$ cat src/rtl/hazard_bypass_unit_if.sv
// Decode-side operand/bypass bus of the hazard bypass unit.
// The master drives decode, stage and long-latency inputs. The slave (the unit) returns operands, stall and scoreboard state.
interface hazard_bypass_unit_if #(
    parameter int XLEN   = 32,
    parameter int NREAD  = 2,
    parameter int NSTAGE = 2,
    parameter int CNTW   = 32
);
    logic [NREAD*5-1:0]     addrDEC;
    logic [NREAD*XLEN-1:0]  rsDEC;
    logic [NREAD-1:0]       useDEC;
    logic [4:0]             rdDEC;
    logic                   WregDEC;
    logic                   issueLongDEC;
    logic [NSTAGE*5-1:0]    rdS;
    logic [NSTAGE*XLEN-1:0] dataS;
    logic [NSTAGE-1:0]      WregS;
    logic [NSTAGE-1:0]      readyS;
    logic                   doneLong;
    logic [4:0]             rdLong;
    logic [XLEN-1:0]        dataLong;
    logic [NREAD*XLEN-1:0]  rsF;
    logic                   stall;
    logic [31:0]            pending;
    logic [CNTW-1:0]        stallCount;

    modport master (
        output addrDEC, rsDEC, useDEC, rdDEC, WregDEC, issueLongDEC,
        output rdS, dataS, WregS, readyS, doneLong, rdLong, dataLong,
        input  rsF, stall, pending, stallCount
    );

    modport slave (
        input  addrDEC, rsDEC, useDEC, rdDEC, WregDEC, issueLongDEC,
        input  rdS, dataS, WregS, readyS, doneLong, rdLong, dataLong,
        output rsF, stall, pending, stallCount
    );
endinterface

$ cat src/rtl/hazard_bypass_unit.sv
// RAW operand forwarding across NSTAGE write-back sources plus a long-latency completion port.
// Also keeps the long-op destination scoreboard and generates the decode stall.
module hazard_bypass_unit #(
    parameter int XLEN   = 32,
    parameter int NREAD  = 2,
    parameter int NSTAGE = 2,
    parameter int CNTW   = 32
) (
    input logic clock,
    input logic reset,
    hazard_bypass_unit_if.slave bus
);
    logic [31:0]            pending_q;
    logic [31:0]            pending_d;
    logic [CNTW-1:0]        stall_cnt_q;
    logic [NREAD*XLEN-1:0]  rsf_v;
    logic [NREAD-1:0]       haz;
    logic                   waw;
    logic                   stall_w;
    logic [4:0]             a;
    logic                   found;

    // The first matching stage decides the port's result, even when it is not ready: older stages are never consulted past it.
    always_comb begin
        rsf_v = bus.rsDEC;
        haz   = '0;
        a     = '0;
        found = 1'b0;
        for (int unsigned i = 0; i < NREAD; i++) begin
            a     = bus.addrDEC[i*5 +: 5];
            found = 1'b0;
            if (a != 5'd0) begin
                for (int unsigned s = 0; s < NSTAGE; s++) begin
                    if (!found && bus.WregS[s] && (bus.rdS[s*5 +: 5] == a)) begin
                        found = 1'b1;
                        if (bus.readyS[s])
                            rsf_v[i*XLEN +: XLEN] = bus.dataS[s*XLEN +: XLEN];
                        else
                            haz[i] = bus.useDEC[i];
                    end
                end
                if (!found) begin
                    if (bus.doneLong && (bus.rdLong == a))
                        rsf_v[i*XLEN +: XLEN] = bus.dataLong;
                    else if (pending_q[a])
                        haz[i] = bus.useDEC[i];
                end
            end
        end
    end

    always_comb begin
        waw = (bus.WregDEC || bus.issueLongDEC) && (bus.rdDEC != 5'd0)
              && pending_q[bus.rdDEC]
              && !(bus.doneLong && (bus.rdLong == bus.rdDEC));
        stall_w = (|haz) || waw;
    end

    // A clear and a set to the same register in one cycle resolve to set, so the clear is applied first.
    always_comb begin
        pending_d = pending_q;
        if (bus.doneLong)
            pending_d[bus.rdLong] = 1'b0;
        if (bus.issueLongDEC && !stall_w && (bus.rdDEC != 5'd0))
            pending_d[bus.rdDEC] = 1'b1;
        pending_d[0] = 1'b0;
    end

    always_ff @(posedge clock or posedge reset) begin
        if (reset) begin
            pending_q   <= '0;
            stall_cnt_q <= '0;
        end else begin
            pending_q <= pending_d;
            if (stall_w && (stall_cnt_q != '1))
                stall_cnt_q <= stall_cnt_q + CNTW'(1);
        end
    end

    assign bus.rsF        = rsf_v;
    assign bus.stall      = stall_w;
    assign bus.pending    = pending_q;
    assign bus.stallCount = stall_cnt_q;
endmodule

$ cat src/flat_wrapper.sv
// flat-port wrapper written by rule: the top's interface ports become plain ports
module hazard_bypass_unit_flat 
#(
    parameter int XLEN   = 32,
    parameter int NREAD  = 2,
    parameter int NSTAGE = 2,
    parameter int CNTW   = 32
)
  (clock, reset, bus_addrDEC, bus_rsDEC, bus_useDEC, bus_rdDEC, bus_WregDEC, bus_issueLongDEC, bus_rdS, bus_dataS, bus_WregS, bus_readyS, bus_doneLong, bus_rdLong, bus_dataLong, bus_rsF, bus_stall, bus_pending, bus_stallCount);
  hazard_bypass_unit_if #(.XLEN(XLEN), .NREAD(NREAD), .NSTAGE(NSTAGE), .CNTW(CNTW)) bus_i ();
  input logic clock;
  input logic reset;
  input wire logic [$bits(bus_i.addrDEC)-1:0] bus_addrDEC;
  input wire logic [$bits(bus_i.rsDEC)-1:0] bus_rsDEC;
  input wire logic [$bits(bus_i.useDEC)-1:0] bus_useDEC;
  input wire logic [$bits(bus_i.rdDEC)-1:0] bus_rdDEC;
  input wire logic [$bits(bus_i.WregDEC)-1:0] bus_WregDEC;
  input wire logic [$bits(bus_i.issueLongDEC)-1:0] bus_issueLongDEC;
  input wire logic [$bits(bus_i.rdS)-1:0] bus_rdS;
  input wire logic [$bits(bus_i.dataS)-1:0] bus_dataS;
  input wire logic [$bits(bus_i.WregS)-1:0] bus_WregS;
  input wire logic [$bits(bus_i.readyS)-1:0] bus_readyS;
  input wire logic [$bits(bus_i.doneLong)-1:0] bus_doneLong;
  input wire logic [$bits(bus_i.rdLong)-1:0] bus_rdLong;
  input wire logic [$bits(bus_i.dataLong)-1:0] bus_dataLong;
  output wire logic [$bits(bus_i.rsF)-1:0] bus_rsF;
  output wire logic [$bits(bus_i.stall)-1:0] bus_stall;
  output wire logic [$bits(bus_i.pending)-1:0] bus_pending;
  output wire logic [$bits(bus_i.stallCount)-1:0] bus_stallCount;
  assign bus_i.addrDEC = bus_addrDEC;
  assign bus_i.rsDEC = bus_rsDEC;
  assign bus_i.useDEC = bus_useDEC;
  assign bus_i.rdDEC = bus_rdDEC;
  assign bus_i.WregDEC = bus_WregDEC;
  assign bus_i.issueLongDEC = bus_issueLongDEC;
  assign bus_i.rdS = bus_rdS;
  assign bus_i.dataS = bus_dataS;
  assign bus_i.WregS = bus_WregS;
  assign bus_i.readyS = bus_readyS;
  assign bus_i.doneLong = bus_doneLong;
  assign bus_i.rdLong = bus_rdLong;
  assign bus_i.dataLong = bus_dataLong;
  assign bus_rsF = bus_i.rsF;
  assign bus_stall = bus_i.stall;
  assign bus_pending = bus_i.pending;
  assign bus_stallCount = bus_i.stallCount;
  hazard_bypass_unit #(.XLEN(XLEN), .NREAD(NREAD), .NSTAGE(NSTAGE), .CNTW(CNTW)) u_core (.clock(clock), .reset(reset), .bus(bus_i));
endmodule
$ cat config.mk
export PLATFORM = sky130hd
export DESIGN_NAME = hazard_bypass_unit_flat
export DESIGN_NICKNAME = d
export VERILOG_FILES = /design/src/rtl/hazard_bypass_unit_if.sv /design/src/rtl/hazard_bypass_unit.sv /design/src/flat_wrapper.sv
export SDC_FILE = /design/constraint.sdc
export NUM_CORES = 1
export LEC_CHECK = 0
export CAP_MARGIN = 20
export CORE_AREA = 2 2 129 131
export DETAILED_ROUTE_END_ITERATION = 7
export DIE_AREA = 0 0 131 133
export PLACE_DENSITY_LB_ADDON = 0.25
export SLEW_MARGIN = 20
export SYNTH_ARGS = -nofsm -noshare
export SYNTH_HDL_FRONTEND = slang
export SYNTH_SLANG_ARGS = --single-unit
$ cat constraint.sdc
create_clock -name clock -period 11.4 [get_ports clock]
set_input_delay 3.42 -clock clock [delete_from_list [all_inputs] [get_ports clock]]
set_output_delay 3.42 -clock clock [all_outputs]
set_load 0.01 [all_outputs]
==> run metrics, run 1 <==
CTS Hold Buffers Added=0; CTS root buffer=clkbuf_16; hold depth=1; Detailed Route WL=~27,000 um; grt total ovfl=0; clock slew at reported path FFs=roughly 0.050 ns; post-layout util=0.653; DRC errors left=0; slew at the pin closest to its max-slew limit=1.03 ns; #FFs+latches synth=63; Die W=~130 um; drt via density=5.74; routability congestion estimate=0.921; DP HPWL=20,500 um; Inst Count DP=1,369; ANT cells=0; Synth area leader=dfrtp_1; Worst R2R Path Depth=9; synth cell count leaders=nor2_1, a21oi_1, mux2i_1; Synth Flop Type=dfrtp_1; crit start category=input pin; Routed Antenna Nets=0; critical path class=in -> out; nature of the critical path endpoint=primary output; Final Hold Viols=0; most frequent cell after synthesis=nor2_1; CP cell instances=clkdlybuf4s50_1 > xor2_1 > nor4_1 > a311oi_1 > nand2_2 > buf_4 > nor2_1 > a211oi_1 > a21oi_1 > a21oi_1 > clkdlybuf4s50_1; post-synthesis average cell area=~7.8 um2; I/O Buffers=328; number of synthesized flops with an enable pin=0; Rel. slew slack=0.312; max incr delay on CP=between 0.7 and 0.8 ns; clock buffer depth=2; status=complete, no violations; CP max-delay cell=nand2_2; vias in the first global route=7,511; RSZ-0062 raised after global routing=no; Yosys top cell area share=0.230; CTS H-tree lvls=3; Syn Inst Count=876; Leakage=4.14 nW; die height=133 um; R2R Setup Slk=8.48 ns; initial antenna violation count=1; pre-CTS worst setup slack=0.960 ns; Avg WL per Cell=19.7 um; starting density of the core=0.424; post-CTS resize count=0; die area=17,400 um2; Ys Warns=0; CTS tree=yes; CTS sink cnt=63; HP Class=reg -> reg; Tmin final=10.42 ns; top cells by area, synth=dfrtp_1, mux2i_1, a211oi_1; Final nets=1,362; Crit Path Max Fanout=49; asr flop ratio synth=1.00; Final Setup Violations=0; Worst Clk Skew=0.00737 ns; FILL cells=~1,400; post-route setup TNS=0 ns; WP data arrival=approximately 7 ns; Cell Area, Synth=6860 um2; IO Count=330; maximum clock rate=95.9 MHz; pwr/cell area=108 nW/um2; largest net degree at the start of global routing=65; Num CTS Buffers=9; gr usage total=0.299; DR pass1 iterations=5; Non-Filler Instances=~1,400; fin crit share=0.914; max cap viols=0; core area=roughly 16,000 um2; Rows=47; Skew-Pair Late Insertion Delay=0.33 ns; register area share after synthesis=0.230; syn nets=1,078; Worst EP required=7.98 ns; synth unique cells=61; Max IR drop VDD=0.142 mV; Iter 0 DRT Violations=481; max-slew violation count=0; Vias=7,948; final setup margin=a little under 1 ns; first-pass GRT wire length=between 40,000 and 50,000 um; share of post-route cells with drive strength above 1=0.0670; Layout area overhead=54.0%; Post-CTS Setup Inserts=0
-- registers in the layout, summed over array words and instances (netlist names) --
name / flops
u_core.bus.pending: 31
u_core.bus.stallCount: 32
-- placed cells by master (no fill, tap or decap), drive strengths merged, types with 10 or more instances in the layout --
cell type,Yosys,layout
nor3,17,17
nand3b,10,10
xnor2,18,18
nor4,16,16
dfrtp,63,63
clkdlybuf4s50,0,328
o21ai,96,96
nor2,112,112
buf,29,20
nand3,16,16
mux2i,85,85
a21oi,96,96
nand4,11,11
clkbuf,46,10
a211oi,66,66
xor2,48,48
nand2,59,59
mux4,12,12
-- worst paths after layout --
path | start | endpoint
setup / recovery | bus_addrDEC[8] | bus_rsF[36]
hold / removal | u_core.bus.stallCount[15]$_DFFE_PP0P_ | u_core.bus.stallCount[15]$_DFFE_PP0P_
setup reg to reg | u_core.bus.pending[7]$_DFF_PP0_ | u_core.bus.pending[31]$_DFF_PP0_
hold reg to reg | u_core.bus.stallCount[15]$_DFFE_PP0P_ | u_core.bus.stallCount[15]$_DFFE_PP0P_
max in group asynchronous | reset | u_core.bus.stallCount[14]$_DFFE_PP0P_
min in group asynchronous | reset | u_core.bus.pending[28]$_DFF_PP0_
-- cell type report --
| class | instances | area [um2] | area share |
|---|---|---|---|
| sequential | 63 | 1580 | 0.149 |
| clock buffer | 10 | 239 | 0.0226 |
| timing repair buffer | 348 | 3460 | 0.327 |
| multi-input combinational | 731 | 4920 | 0.466 |
| inverter | 7 | 26.3 | 0.00249 |
| clock inverter | 6 | 68.8 | 0.00651 |
| tap | 220 | 275 | 0.0260 |
-- metal layers --
layer | track usage | up-vias | wire (um) | part of all wire
met2 | 0.510 | 390 | 13300 | 0.49
li1 | - | 3797 | - | -
met4 | 0.115 | 2 | 934 | 0.034
met1 | 0.374 | 3700 | 10600 | 0.39
met5 | 0 | - | 13 | 0.00048
met3 | 0.0501 | 59 | 2390 | 0.087
-- through the flow --
stage          area, um2  total power [mW]  hold slack, ns
5_1_grt            10600              1.20           0.508
6_report           10600              1.14           0.486
3_3_place_gp       10300             0.855           0.474
3_5_place_dp       10300             0.859           0.477
4_1_cts            10600              1.14           0.491
2_1_floorplan       6860             0.570           0.515
-- cell families after synthesis --
family,after synthesis,share of synthesized area
compound gates,279,0.242
xor+xnor,66,0.0842
fa+ha+maj,1,0.00182
buf+inv,82,0.0574
flops,63,0.230
mux,102,0.174
other cells,1,0.000546
simple gates,282,0.211
-- worst max-delay path, delay by kind of cell --
family                    cells  cell delay, ns
AOI/OAI and AO/OA             4            0.65
xor gates and xnor gates      1            0.23
buffers and inverters         3            1.49
and+or+nand+nor               3            1.18
-- where the power goes --
| part | switching, mW | leakage (nW) | internal [mW] | total (mW) |
|---|---|---|---|---|
| clock network | 0.104 | 0.149 | 0.176 | 0.280 |
| logic | 0.221 | 3.20 | 0.288 | 0.508 |
| registers | 0.0795 | 0.791 | 0.276 | 0.356 |
No activity file was read; power rests on OpenSTA's default activity.
==> run 2: changes to the inputs <==
--- a/config.mk
+++ b/config.mk
@@ -5,11 +5,13 @@
 export SDC_FILE = /design/constraint.sdc
 export NUM_CORES = 1
 export LEC_CHECK = 0
+export ABC_CLOCK_PERIOD_IN_PS = 11400
 export CAP_MARGIN = 20
 export CORE_AREA = 2 2 129 131
 export DETAILED_ROUTE_END_ITERATION = 7
 export DIE_AREA = 0 0 131 133
 export PLACE_DENSITY_LB_ADDON = 0.25
+export SKIP_LAST_GASP = 1
 export SLEW_MARGIN = 20
 export SYNTH_ARGS = -nofsm -noshare
 export SYNTH_HDL_FRONTEND = slang
==> results of run 2 <==
The final DEF is identical to that of run 1; final timing and power are the same.
==> run 3: changes to the inputs <==
--- a/config.mk
+++ b/config.mk
@@ -10,7 +10,7 @@
 export CORE_AREA = 2 2 129 131
 export DETAILED_ROUTE_END_ITERATION = 7
 export DIE_AREA = 0 0 131 133
-export PLACE_DENSITY_LB_ADDON = 0.25
+export PLACE_DENSITY = 0.91
 export SKIP_LAST_GASP = 1
 export SLEW_MARGIN = 20
 export SYNTH_ARGS = -nofsm -noshare
==> run 3 against run 2 <==
Compared with the run above: first-iteration DRC count increased by 63%; setup slack got worse by 0.086 ns; hold slack gained 0.017 ns; global-route usage up 2.8 points; register-to-register slack worse by 0.07 ns; critical path depth stayed put; sequential share of layout area is 0.097 points lower; routed wire length rose by 8.6%; via count up 4.7%; critical path type unchanged; largest power group unchanged.
==> run metrics, run 3 (synthesized netlist as in run 1, its figures left out) <==
status=complete, no violations; crit start category=input pin; max-slew violation count=0 (unchanged); Worst Path Buf+Inv=3 (unchanged); length of routed met2 wiring=14,000 um (+5.0%); Vias=8,325 (+4.7%); Iter 0 DRT Violations=782 (+63%); max incr delay on CP=0.77 ns (+0.04 ns); Worst EP required=7.98 ns (about the same); Final Hold Viols=0 (unchanged); grt total ovfl=0 (unchanged); Routed Antenna Nets=0 (unchanged); commonest non-fill, non-tap cell in the layout=clkdlybuf4s50_1; Skew-Pair Late Insertion Delay=0.32 ns (about the same); commonest cells after routing, fill and taps aside=clkdlybuf4s50_1, nor2_1, a21oi_1; Worst Setup EP=bus_rsF[58]; Setup crit start=bus_addrDEC[7]; share of post-route cells with drive strength above 1=0.0733 (+0.00630); total power draw=1.15 mW (+0.85%); critical path class=in -> out; Top Metal Used=met4; CTS Hold Buffers Added=0 (unchanged); clock slew at reported path FFs=0.05 ns (about the same); Worst R2R Path Depth=9 (unchanged); Leakage=4.19 nW (+1.1%); R2R Setup Slk=8.41 ns (-0.07 ns); slew at the pin closest to its max-slew limit=1.07 ns (+0.0367 ns); Crit Path Max Fanout=15 (-69%); clock buffer depth=2 (unchanged); DRC errors left=0 (unchanged); CTS H-tree lvls=3 (unchanged); Final Setup Violations=0 (unchanged); CTS sink cnt=63 (unchanged); CTS root buffer=clkbuf_16; Worst Clk Skew=0.00491 ns (-0.00246 ns); Avg WL per Cell=21.2 um (+7.8%); max cap viols=0 (unchanged); IO Count=330 (unchanged); pwr/cell area=108 nW/um2 (+0.19%); Num CTS Buffers=9 (unchanged); RR Endpoint=u_core.bus.pending[22]$_DFF_PP0_; FILL cells=1,360 (+0.074%); maximum clock rate=95.1 MHz (-0.82%); first-pass GRT wire length=44,400 um (+8.4%); WP data arrival=7.09 ns (+0.09 ns); final setup margin=0.890 ns (-0.0860 ns); Tmin final=10.51 ns (+0.0860 ns); gr usage total=0.327 (+0.0277); fin crit share=0.922 (+0.00754); Post-CTS Setup Inserts=0 (unchanged); starting density of the core=0.424 (unchanged); nature of the critical path endpoint=primary output; I/O Buffers=328 (unchanged); Layout area overhead=55.0%; number of cells on the critical path=11 (unchanged); CP max-delay cell=clkdlybuf4s50_1; Crit path max-delay family=buffers and inverters; pre-CTS worst setup slack=0.956 ns (-0.00377 ns); routability congestion estimate=1.00 (+9.1%); RSZ-0062 raised after global routing=no; DR pass1 iterations=5 (unchanged); core area=16,200 um2 (unchanged); met3 WL=3430 um (+44%); HP Class=reg -> reg; Die W=131 um (unchanged); die height=133 um (unchanged); Detailed Route WL=29,600 um (+8.6%); Non-Filler Instances=1,395 (+0.72%); post-route setup TNS=0 ns (unchanged); largest net degree at the start of global routing=65 (unchanged); initial antenna violation count=1 (unchanged); Inst Count DP=1,379 (+0.73%); post-CTS resize count=0 (unchanged); CTS tree=yes; CP cell instances=clkdlybuf4s50_1 > xor2_1 > nor4_1 > and3_1 > nand2_2 > buf_4 > mux2i_1 > a211oi_1 > a21oi_1 > a21oi_1 > clkdlybuf4s50_1; DP HPWL=22,500 um (+10%); Post-Route M1 WL=11,000 um (+3.0%); Final nets=1,372 (+0.73%); max reg flops=32 (unchanged); R2R Path Start=u_core.bus.pending[31]$_DFF_PP0_; drt via density=5.97 (+4.0%); die area=17,400 um2 (unchanged); Rows=47 (unchanged); vias in the first global route=7,850 (+4.5%); Rel. slew slack=0.288 (-0.0246); Max IR drop VDD=0.159 mV (+13%)
## run 3: cell types whose count changed in the layout (fill, tap and decap cells not counted)
cell | previous run | this run
buf_4 | 18 | 28
clkinv_4 | 2 | 0
clkbuf_1 | 0 | 1
clkbuf_8 | 1 | 2
diode_2 | 0 | 1
inv_6 | 1 | 0
## run 3: worst min path at each step
stage / end / start / cells after the start / slack (ns)
finish: u_core.bus.stallCount[20]$_DFFE_PP0P_ / u_core.bus.stallCount[20]$_DFFE_PP0P_ / 1 / 0.50
global route: u_core.bus.stallCount[5]$_DFFE_PP0P_ / u_core.bus.stallCount[5]$_DFFE_PP0P_ / 1 / 0.52
CTS: u_core.bus.stallCount[17]$_DFFE_PP0P_ / u_core.bus.stallCount[17]$_DFFE_PP0P_ / 1 / 0.51
detailed placement: u_core.bus.stallCount[5]$_DFFE_PP0P_ / u_core.bus.stallCount[5]$_DFFE_PP0P_ / 1 / 0.49
global placement: u_core.bus.stallCount[26]$_DFFE_PP0P_ / u_core.bus.stallCount[26]$_DFFE_PP0P_ / 1 / 0.48
floorplan: u_core.bus.stallCount[15]$_DFFE_PP0P_ / u_core.bus.stallCount[15]$_DFFE_PP0P_ / 1 / 0.52
## run 3: per-stage QoR
stage | cell area (um2) | util | hold WS (ns)
CTS | 10600 | 0.658 | 0.505
floorplan | 6860 | - | 0.515
detailed placement | 10300 | 0.639 | 0.486
global placement | 10300 | 0.639 | 0.482
global route | 10600 | 0.658 | 0.522
finish | 10600 | 0.658 | 0.502
## run 3: power by group
group | switching [mW] | internal [mW] | leakage [nW]
combinational | 0.232 | 0.288 | 3.25
sequential | 0.0818 | 0.277 | 0.791
clock | 0.0958 | 0.179 | 0.145
## run 3: layer usage
layer | GRT usage | up-vias
met5 | 0.00294 | -
met3 | 0.101 | 95
met2 | 0.533 | 481
li1 | - | 3831
met1 | 0.393 | 3918
met4 | 0.145 | 0
## run 3: cell type report
type,instances,area [um2],share of cell area
multi-input cells,731,4920,0.463
repair buffers,358,3530,0.332
flip-flops and latches,63,1580,0.148
well taps,220,275,0.0259
clock buffers,12,256,0.0241
clock inverters,3,42.5,0.00400
inverters,7,26.3,0.00247
diodes,1,2.50,0.000235
